===== src/rtl/ifetch_queue.sv =====
// Fetch front end: owns the fetch PC, issues one outstanding memory read at a time,
// and buffers fetched words with their PCs in a first-word-fall-through queue.
module ifetch_queue #(
  parameter int unsigned DEPTH    = 4,
  parameter logic [31:0] RESET_PC = 32'h0000_0000
) (
  input  logic                     clk,
  input  logic                     rst_n,
  input  logic                     redirect,
  input  logic [31:0]              redirect_pc,
  output logic                     mem_req,
  output logic [31:0]              mem_addr,
  input  logic                     mem_ack,
  input  logic [31:0]              mem_rdata,
  output logic                     instr_valid,
  output logic [31:0]              instr,
  output logic [31:0]              instr_pc,
  input  logic                     instr_ready,
  output logic [$clog2(DEPTH):0]   count
);

  localparam int unsigned PW = $clog2(DEPTH);

  typedef enum logic [1:0] {
    IDLE,
    REQ,
    DROP
  } state_e;

  state_e        state_q;
  logic [31:0]   fetch_pc_q;
  logic          mem_req_q;
  logic [31:0]   mem_addr_q;
  logic [PW-1:0] rd_ptr_q;
  logic [PW-1:0] wr_ptr_q;
  logic [PW:0]   count_q;
  logic [31:0]   pc_q   [DEPTH];
  logic [31:0]   word_q [DEPTH];

  logic full;
  logic push;
  logic pop;
  logic unused_ok;

  assign unused_ok = ^redirect_pc[1:0];

  assign full = (count_q == (PW+1)'(DEPTH));
  assign push = (state_q == REQ) && mem_ack && !redirect;
  assign pop  = instr_valid && instr_ready;

  assign mem_req     = mem_req_q;
  assign mem_addr    = mem_addr_q;
  assign count       = count_q;
  assign instr_valid = (count_q != '0);
  assign instr       = instr_valid ? word_q[rd_ptr_q] : '0;
  assign instr_pc    = instr_valid ? pc_q[rd_ptr_q]   : '0;

  // A request is never withdrawn once issued; a redirect during it only
  // marks the returning word for discard (DROP).
  always_ff @(posedge clk or negedge rst_n) begin
    if (!rst_n) begin
      state_q    <= IDLE;
      fetch_pc_q <= RESET_PC;
      mem_req_q  <= 1'b0;
      mem_addr_q <= RESET_PC;
    end else begin
      if (redirect) begin
        fetch_pc_q <= {redirect_pc[31:2], 2'b00};
      end
      unique case (state_q)
        IDLE: begin
          if (!redirect && !full) begin
            mem_req_q  <= 1'b1;
            mem_addr_q <= fetch_pc_q;
            state_q    <= REQ;
          end
        end
        REQ: begin
          if (mem_ack) begin
            mem_req_q <= 1'b0;
            state_q   <= IDLE;
            if (!redirect) begin
              fetch_pc_q <= fetch_pc_q + 32'd4;
            end
          end else if (redirect) begin
            state_q <= DROP;
          end
        end
        DROP: begin
          if (mem_ack) begin
            mem_req_q <= 1'b0;
            state_q   <= IDLE;
          end
        end
        default: begin
          state_q   <= IDLE;
          mem_req_q <= 1'b0;
        end
      endcase
    end
  end

  always_ff @(posedge clk or negedge rst_n) begin
    if (!rst_n) begin
      rd_ptr_q <= '0;
      wr_ptr_q <= '0;
      count_q  <= '0;
      for (int i = 0; i < DEPTH; i++) begin
        pc_q[i]   <= '0;
        word_q[i] <= '0;
      end
    end else if (redirect) begin
      rd_ptr_q <= '0;
      wr_ptr_q <= '0;
      count_q  <= '0;
    end else begin
      if (push) begin
        pc_q[wr_ptr_q]   <= mem_addr_q;
        word_q[wr_ptr_q] <= mem_rdata;
        wr_ptr_q         <= wr_ptr_q + PW'(1);
      end
      if (pop) begin
        rd_ptr_q <= rd_ptr_q + PW'(1);
      end
      case ({push, pop})
        2'b10:   count_q <= count_q + (PW+1)'(1);
        2'b01:   count_q <= count_q - (PW+1)'(1);
        default: count_q <= count_q;
      endcase
    end
  end

endmodule


===== config.mk =====
export PLATFORM = sky130hd
export DESIGN_NAME = ifetch_queue
export DESIGN_NICKNAME = d
export VERILOG_FILES = /design/src/rtl/ifetch_queue.sv
export SDC_FILE = /design/constraint.sdc
export NUM_CORES = 1
export LEC_CHECK = 0
export CORE_MARGIN = 4
export CORE_UTILIZATION = 46
export CTS_CLUSTER_DIAMETER = 200
export DETAILED_ROUTE_END_ITERATION = 8
export PLACE_DENSITY = 0.65
export SYNTH_ARGS = -nofsm -noshare
export SYNTH_HDL_FRONTEND = slang
export SYNTH_SLANG_ARGS = --single-unit

===== constraint.sdc =====
create_clock -name clk -period 2.4 [get_ports clk]
set_input_delay 0.6 -clock clk [delete_from_list [all_inputs] [get_ports clk]]
set_output_delay 0.6 -clock clk [all_outputs]
set_load 0.02 [all_outputs]

Word-level counts from Yosys, hierarchy flattened
Cells that the tools add are included.

Flip-flop bits (word level): 330. Latch bits: 0. Memory bits (writable): 0. Memory bits (read-only): 0. Bits of input ports: 69. Output and inout bits: 101. Memories: 0.

Add/subtract/negate cells: 5. Multipliers: 0. Divide/modulo/power cells: 0. $lt $le $gt $ge: 3. Eq/ne operators: 9. Shift-type cells: 0. Multiplexer cells: 30. Bitwise operators: 3. Reductions and logical operators: 17.

Operators with widths (count): $mux W32 (11); $bwmux W128 (2); $bmux W32 S2 (2); $demux W32 S2 (1); $add A32 B3 Y32 const B (1); $mux W2 (8); $ge A3 B3 Y1 const B (2); $not A2 Y3 (2); $pmux W2 S3 (1); $pmux W3 S2 (1); $reduce_and A2 Y1 (3); $reduce_bool A3 Y1 (2); $logic_and A1 B1 Y1 (5); $add A2 B1 Y2 const B (2); $eq A2 B1 Y1 const B (2); $eq A2 B2 Y1 const B (2); $ne A2 B2 Y1 const B (2); $reduce_bool A2 Y1 (2); $add A3 B1 Y3 const B (1); $eq A3 B3 Y1 const B (1); $lt A3 B1 Y1 const B (1); $mux W3 (1); $ne A3 B3 Y1 const B (1); $reduce_and A3 Y1 (1); 8 further kinds (10).

Depth between registers and ports, before layout
Gate-level depths: netlist of run 1.

Word-level depth: 6. Depth in mapped cells: 9. Gate-level depth less buffers: 9.

Worst setup path before layout of run 1
No wires, ideal clock.

Kind: flip-flop to output port. Start: reg rd_ptr_q[0]. End: out instr[10]. Arrival: 1.646 ns. Setup slack: 0.154 ns. Cell stages (with the launch flop): 4. Cells stage by stage: dfrtp_1 > buf_1 > mux4_2 > and2_1.

Cells in the longest elaborated chain, start to end: 5.

RTL lines: start: declaration (RTL line 34) `logic [PW-1:0] rd_ptr_q;`; start signal: assignment (RTL line 123) `rd_ptr_q <= rd_ptr_q + PW'(1);`; $not A2 Y3 (not written as such) (RTL line 55) `assign instr = instr_valid ? word_q[rd_ptr_q] : '0;`; $bmux W32 S2 (RTL line 55); $mux W32 (not written as such) (2 in series) (RTL line 55); $mux W32 (RTL line 55); end: declaration (RTL line 16) `output logic [31:0] instr,`.

Every way passes these cells. The select of a mux whose other input is x is not followed.

Final worst setup path of run 1
Start: reg rd_ptr_q[0]. End: out instr[9].

Same word-level chain as after synthesis.

==> results of run 1 <==
[area by class of cell]
class	instances	area [sq um]	share of cell area
repair buffers	243	2690	0.140
multi-input cells	610	6610	0.343
well taps	435	544	0.0282
inverters	10	37.5	0.00195
clock buffers	56	1110	0.0574
clock inverters	6	36.3	0.00188
flip-flops and latches	330	8270	0.428
[placed cells by master (no fill, tap or decap), drive strengths merged, types with 2 or more instances in the layout]
cell type and instances:
buf 140, inv 11, nand3 12, a211oi 2
clkinv 4, mux4 64, nor4 3, nor3 8
and3 4, nand2 23, o21ai 15, dfrtp 330
clkbuf 58, ha 8, nand4 13, a31oi 4
nor2 18, or3 7, xnor2 8, and2 69
clkdlybuf4s50 100, xor2 5, nand3b 2, mux2 289
nand2b 2, a21oi 8, nor2b 5, mux2i 31
[power breakdown]
| group | internal (mW) | switching [mW] | total (mW) |
|---|---|---|---|
| Clock | 3.17 | 2.18 | 5.35 |
| Sequential | 7.07 | 1.14 | 8.21 |
| Combinational | 5.14 | 3.81 | 8.95 |
| Total | 15.4 | 7.13 | 22.5 |
[how the worst max path moves through the flow]
stage	start	end	slack (ns)	cells after the start
2_1_floorplan	rd_ptr_q[0]	instr[10]	0.15	3
3_3_place_gp	rd_ptr_q[0]	instr_pc[31]	-0.22	4
3_5_place_dp	rd_ptr_q[0]	instr_pc[31]	-0.23	4
4_1_cts	rd_ptr_q[0]	instr[26]	-0.42	6
5_1_grt	rd_ptr_q[0]	instr[18]	-0.42	5
6_report	rd_ptr_q[0]	instr[9]	-0.34	5
[kinds of logic after synthesis]
group,Yosys count
compound gates,34
xor+xnor,13
fa+ha+maj,9
buf+inv,68
flops,330
mux,384
simple gates,170
[worst register-to-register path, cell delays in order, from the launching register on]
cell      delay [ns]
dfrtp_1         0.38
buf_4           0.17
o31ai_1         0.32
nor2_1          0.09
fa_1            0.43
o311a_1         0.37
a211oi_1        0.22
[flip-flops by register name, summed over array words and instances, names as in the netlist, 2 cells and up]
name / flops
pc_q: 128
word_q: 128
fetch_pc_q: 32
mem_addr: 32
count: 3
rd_ptr_q: 2
state_q: 2
wr_ptr_q: 2
[timing repair]
item / in CTS / in global routing
cloned: 4 / 2
hold buffers: 1 / 0
endpoints found under the setup margin: 65 / 65
pin swaps: 15 / 11
hold endpoints to repair: 34 / 0
setup buffers: 15 / 3
gates resized for setup: 400 / 63
[routing by layer]
layer	up-vias	track usage	wire length, um
met2	196	0.317	16400
met4	0	0.0339	496
met3	39	0.0352	1540
met5	-	0	0
met1	4780	0.276	15800
li1	4158	-	-
[metrics by stage]
stage	cells	instance area [sq um]	TNS [ns]	hold slack, ns
CTS	1690	19100	-21.96	0.498
detailed placement	1609	17600	-10.84	0.479
global route	1690	19300	-23.10	0.509
global placement	1609	17600	-10.44	0.475
floorplan	1008	15000	0	0.304
finish	1690	19300	-17.96	0.498
==> impl_metrics.tcl, run 1 <==
set metrics [dict create \
    grt_pass1_vias 9783 \
    fin_crit_sh 1.14 \
    start_util 0.470 \
    synth_simple_gate_area_frac 0.0661 \
    cts-root-buf "clkbuf_16" \
    synth_common_cells "330 x dfrtp_1, 289 x mux2_2, 69 x and2_1" \
    syn_avg_cell_area_sq_um 14.9 \
    rrSetupSlack_ns 0.32 \
    fin_util 0.605 \
    ios 170 \
    violations "negative setup slack" \
    synthTopCellsByArea "dfrtp_1 55%, mux2_2 22%, mux4_2 9.6%" \
    hpwl_um 22200 \
    viasPerCell 5.43 \
    synth_top_area_frac 0.551 \
    ant_nets 0 \
    worstPathCellList "buf_6, buf_16, mux4_2, and2_4, buf_6" \
    grt_max_degree 84 \
    avgRoutedWirePerCell_um 20.3 \
    synth_nets 1086 \
    total_power_mw 22.5 \
    crit_path_start_kind "flip-flop" \
    status "complete, but fails checks" \
    drt_iter0_drc 433 \
    hold_viol_final 0 \
    synth_compound_area_frac 0.0131 \
    synth_seq_cells 330 \
    syn-cell-area_sq_um 15000 \
    finalWeightedCongestion 0.840 \
    yosysTopAreaCell "dfrtp_1" \
    ys_types 42 \
    crit_path_end_kind "output pin" \
    synth.most_common_cell "dfrtp_1" \
    synthFlopType "dfrtp_1" \
    nets 1310 \
    die_area_sq_um 35500 \
    slew_violations 0 \
    async_flop_share 1.00 \
    p_leak_nw 8.93 \
    fill_cells 2528 \
    timing.fmax_mhz 365 \
    worstMarginPinSlew_ns 0.485 \
    grt_pass1_wl_um 54900 \
    overflow 0 \
    yosysSeqAreaShare 0.551 \
    cp_data_required_time_ns 1.80 \
    holdPathStages 1 \
    peakVddDrop_mv 0.712 \
    core_area_sq_um 31900 \
    ff2ff_path_depth 6 \
    fin_crit_ns 2.74 \
    fp.dieW_um 188 \
    setup_viol 64 \
    cp_top_family "flip-flops" \
    drive_above_1_share 0.497 \
    cp_slowest_cell "dfrtp_4" \
    worst_path_most_repeated_cell "buf_6" \
    arrival_ns 2.14 \
    grt_antenna_before_repair 0 \
    critPathMaxFanout 7 \
    synth_top_family_by_area "multiplexers" \
    hold_class "flip-flop to flip-flop" \
    rsz0062_at_grt "yes" \
    powerDensity_nw_per_um2 1170 \
    whs_endpoint "pc_q[24]" \
    cts_tree "done" \
    clk_pin_slew_worst_paths_ns 0.06 \
    pre_cts_slack_ns -0.233 \
    cts_buffer_depth 3 \
    core.rowCount 65 \
    synth_mux_area_frac 0.334 \
    first_pass_iters 4 \
    cap_violations 0 \
    clock-sinks 330 \
    drt-total-wl_um 34300 \
    path_buf_inv 3 \
    synth_edf_count 0 \
    num_antenna_cells 0 \
    r2r_start "count[0]" \
    max-slew-margin-rel 0.674 \
    finClkSkew_ns 0.0120 \
    area_delta_synth_final_pct 28.8 \
    drcViolationCount 0 \
    dr_total_vias 9173 \
    synth_warnings 0 \
    port_buffers 167 \
    die_h_um 188 \
    track_usage 0.193 \
    synth_xor_area_frac 0.00760 \
    clock_latency_ns 0.51 \
    syn_inst 1008 \
    reg2reg_to "count[2]" \
    holdCritStartpoint "pc_q[24]" \
    slowest_delay_ns 0.52 \
    synthAdderAreaFrac 0.00802 \
    setup_ws_ns -0.343 \
    criticalPathCategory "flip-flop to output pin" \
    numCtsBuffers 37 \
    h-tree-depth 2 \
]
Note: power is estimated with default switching activity, not from simulation.
==> inputs of run 2 (changes only) <==
Settings changed: CORE_ASPECT_RATIO set to 1.2, CORE_MARGIN 4 to 8.
==> impl_metrics.tcl, run 2 (synthesis gave the netlist of run 1 again) <==
set metrics [dict create \
    status "complete, but fails checks" \
    violations "negative setup slack" \
    cts-root-buf "clkbuf_16" \
    cap_violations 0 \
    dr_total_vias 9153 \
    worst_hold_slack_ns 0.0250 \
    nets 1307 \
    arrival_ns 2.16 \
    critPathMaxFanout 5 \
    ios 170 \
    clock-sinks 330 \
    cts_hold_buffers 0 \
    grt_pass1_vias 10000 \
    setup_viol 64 \
    hold_viol_final 0 \
    finalWeightedCongestion 0.781 \
    cp_data_required_time_ns 1.80 \
    viasPerCell 5.51 \
    drive_above_1_share 0.492 \
    drt_iter0_drc 398 \
    die_h_um 214 \
    track_usage 0.185 \
    slew_violations 0 \
    cts_tree "done" \
    finClkSkew_ns 0.00697 \
    cts_buffer_depth 3 \
    grt_antenna_before_repair 0 \
    grt_max_degree 64 \
    drcViolationCount 0 \
    crit_path_end_kind "output pin" \
    first_pass_iters 4 \
    overflow 0 \
    avgRoutedWirePerCell_um 21.4 \
    numCtsBuffers 36 \
    seq_area_sq_um 8270 \
    area_delta_synth_final_pct 29.2 \
    fp.dieW_um 181 \
    core_area_sq_um 32200 \
    multiInputGateArea_sq_um 6600 \
    startpoint "rd_ptr_q[0]" \
    clock_latency_ns 0.51 \
    fin_crit_ns 2.76 \
    die_area_sq_um 38600 \
    start_util 0.466 \
    h-tree-depth 2 \
    port_buffers 167 \
    fin_setup_tns_ns -19.49 \
    timing.fmax_mhz 362 \
    criticalPathCategory "flip-flop to output pin" \
    setup_ws_ns -0.363 \
    pre_cts_slack_ns -0.192 \
    fin_util 0.602 \
    rsz0062_at_grt "yes" \
    fill_cells 2550 \
    hpwl_um 22300 \
    layout_commonest_cell "dfrtp_1" \
    largestRegisters "pc_q (128), word_q (128)" \
    p_leak_nw 8.97 \
    r2r_start "state_q[1]" \
    worstMarginPinSlew_ns 0.529 \
    peakVddDrop_mv 0.840 \
    final_cell_mix "328 x dfrtp_1, 289 x mux2_2, 100 x clkdlybuf4s50_1" \
    powerDensity_nw_per_um2 1180 \
    hold_class "input port to asynchronous set/reset pin" \
    ant_nets 0 \
    num_antenna_cells 0 \
    clk_pin_slew_worst_paths_ns 0.06 \
    fin_crit_sh 1.15 \
    crit_path_start_kind "flip-flop" \
    drt-total-wl_um 35500 \
    grt_pass1_wl_um 56500 \
    core.rowCount 72 \
    max-slew-margin-rel 0.647 \
]
run 2: changes by cell type in the layout (fill, tap and decap cells not counted), sizes merged:
cell | before | now
bufinv | 0 | 2
inv | 11 | 10
dlygate4sd3 | 1 | 0
clkbuf | 58 | 55
clkinvlp | 1 | 0
clkinv | 4 | 6
run 2: worst paths after layout:
| check | to | slack, ns | cells after the start |
|---|---|---|---|
| min in group clk | fetch_pc_q[31] | 0.48 | 1 |
| worst max register to register | count[2] | 0.32 | 8 |
| worst max-delay path | instr[14] | -0.36 | 6 |
| max in group asynchronous | word_q[122] | 1.61 | 2 |
| worst min-delay path | word_q[104] | 0.02 | 1 |
| worst min register to register | fetch_pc_q[31] | 0.48 | 1 |
run 2: critical path, stage by stage, from the launching register on:
cell and delay, ns:
dfrtp_4 0.52, buf_6 0.14, buf_12 0.13, buf_16 0.14
mux4_2 0.43, and2_4 0.18, buf_6 0.12
run 2: metrics by stage:
stage          area (sq um)  total power, mW  cells
5_1_grt               19400             24.1   1660
2_1_floorplan         15000             12.8   1008
3_3_place_gp          17600             16.2   1575
6_report              19400             22.9   1660
3_5_place_dp          17600             16.4   1575
4_1_cts               19400             23.1   1659
run 2: report_power, final:
part / leakage, nW / switching, mW / internal, mW
clock: 0.570 / 2.13 / 3.25
combinational: 4.09 / 3.96 / 5.30
sequential: 4.30 / 1.15 / 7.07
total: 8.97 / 7.24 / 15.6
run 2: metal layers:
metal  vias up  GRT usage  wire [um]
li1       4131          -          -
met1      4782      0.244      16100
met2       192      0.310      17200
met3        48     0.0390       1540
met4         0     0.0499        650
met5         -          0          0
run 2: what timing repair did:
action | 4_1_cts | 5_1_grt
cloned | 8 | 2
setup endpoints to repair | 65 | 65
pin swaps | 0 | 22
endpoints found under the hold margin | 0 | 0
resized for setup | 449 | 1
buffers inserted | 14 | 1
run 2: final cells by class:
type | instances | share of cell area
inverters | 10 | 0.00194
flip-flops and latches | 330 | 0.427
repair buffers | 241 | 0.144
clock buffers | 54 | 0.0548
multi-input cells | 610 | 0.341
clock inverters | 8 | 0.00466
well taps | 407 | 0.0263
==> inputs of run 3 (changes only) <==
Settings changed: SKIP_CTS_REPAIR_TIMING set to 1.
==> impl_metrics.tcl, run 3 (synthesis gave the netlist of run 1 again) <==
set metrics [dict create \
    final_cell_mix "328 x dfrtp_1, 289 x mux2_2, 100 x clkdlybuf4s50_1" \
    clock_latency_ns 0.51 \
    h-tree-depth 2 \
    cts-root-buf "clkbuf_16" \
    final_cell_count_no_fill 1659 \
    finalWeightedCongestion 0.781 \
    rrSetupSlack_ns 0.32 \
    hold_class "input port to asynchronous set/reset pin" \
    grt_antenna_before_repair 0 \
    cp_data_required_time_ns 1.80 \
    start_util 0.466 \
    ff2ff_path_depth 8 \
    num_antenna_cells 0 \
    first_pass_iters 4 \
    cts_buffer_depth 3 \
    cap_violations 0 \
    die_area_sq_um 38600 \
    drcViolationCount 0 \
    peakVddDrop_mv 0.856 \
    fin_setup_tns_ns -19.15 \
    grt_max_degree 67 \
    max-slew-margin-rel 0.647 \
    dp.cells 1575 \
    clock-sinks 330 \
    area_delta_synth_final_pct 28.2 \
    numCtsBuffers 36 \
    powerDensity_nw_per_um2 1170 \
    timing.fmax_mhz 359 \
    p_leak_nw 8.99 \
    crit_end "instr[7]" \
    placed_cell_area_sq_um 17600 \
    fin_crit_sh 1.16 \
    rsz0062_at_grt "yes" \
    drive_above_1_share 0.481 \
    critPathMaxFanout 10 \
    criticalPathCategory "flip-flop to output pin" \
    finClkSkew_ns 0.00691 \
    violations "negative setup slack" \
    crit_path_end_kind "output pin" \
    reg2reg_to "count[2]" \
    worstMarginPinSlew_ns 0.530 \
    core.rowCount 72 \
    overflow 0 \
    ant_nets 0 \
    dr_total_vias 9123 \
    fill_cells 2583 \
    fp.dieW_um 181 \
    crit_path_start_kind "flip-flop" \
    nets 1306 \
    startpoint "rd_ptr_q[0]" \
    slew_violations 0 \
    drt-total-wl_um 35500 \
    grt_pass1_wl_um 54900 \
    fin_util 0.597 \
    cts_tree "done" \
    arrival_ns 2.19 \
    core_area_sq_um 32200 \
    hold_viol_final 0 \
    fin_crit_ns 2.79 \
    drt_iter0_drc 424 \
    fin_area_sq_um 19200 \
    r2r_start "state_q[1]" \
    track_usage 0.179 \
    total_power_mw 22.5 \
    largestRegisters "pc_q (128), word_q (128)" \
    worst_hold_slack_ns 0.0273 \
    die_h_um 214 \
    setup_viol 64 \
    layout_commonest_cell "dfrtp_1" \
    setup_ws_ns -0.385 \
    avgRoutedWirePerCell_um 21.4 \
    status "complete, but fails checks" \
    clk_pin_slew_worst_paths_ns 0.06 \
    hpwl_um 22300 \
    viasPerCell 5.50 \
    pre_cts_slack_ns -0.192 \
    grt_pass1_vias 9881 \
    ios 170 \
    port_buffers 167 \
]
[run 3: worst min-delay path by stage]
stage | start | to | slack [ns] | cells after the start
2_1_floorplan | rst_n | count[0] | 0.30 | 0
3_3_place_gp | fetch_pc_q[31] | fetch_pc_q[31] | 0.46 | 1
3_5_place_dp | fetch_pc_q[31] | fetch_pc_q[31] | 0.47 | 1
4_1_cts | rst_n | word_q[104] | 0.03 | 1
5_1_grt | rst_n | word_q[104] | 0.04 | 1
6_report | rst_n | word_q[104] | 0.03 | 1
[run 3: critical path: stages (launching register included)]
cell	delay, ns
dfrtp_4	0.54
buf_6	0.14
buf_12	0.14
buf_4	0.13
mux4_2	0.42
and2_4	0.17
buf_6	0.12
[run 3: cell type report]
| cell class | instances | area (sq um) | area share |
|---|---|---|---|
| Timing Repair Buffer | 240 | 2660 | 0.138 |
| Clock inverter | 8 | 90.1 | 0.00469 |
| Sequential cell | 330 | 8270 | 0.430 |
| Clock buffer | 54 | 1060 | 0.0552 |
| Multi-Input combinational cell | 610 | 6580 | 0.343 |
| Inverter | 10 | 37.5 | 0.00195 |
| Tap cell | 407 | 509 | 0.0265 |
[run 3: power breakdown]
part | internal (mW) | total, mW | switching [mW]
clock network | 3.25 | 5.38 | 2.13
logic | 5.02 | 8.93 | 3.90
registers | 7.07 | 8.23 | 1.16
total | 15.4 | 22.5 | 7.19
[run 3: routing by layer]
layer  global-route usage  wire (um)  vias up
li1                     -          -     4128
met5                    0          0        -
met3               0.0402       1630       44
met4               0.0488        623        0
met1                0.234      15900     4769
met2                0.299      17300      182
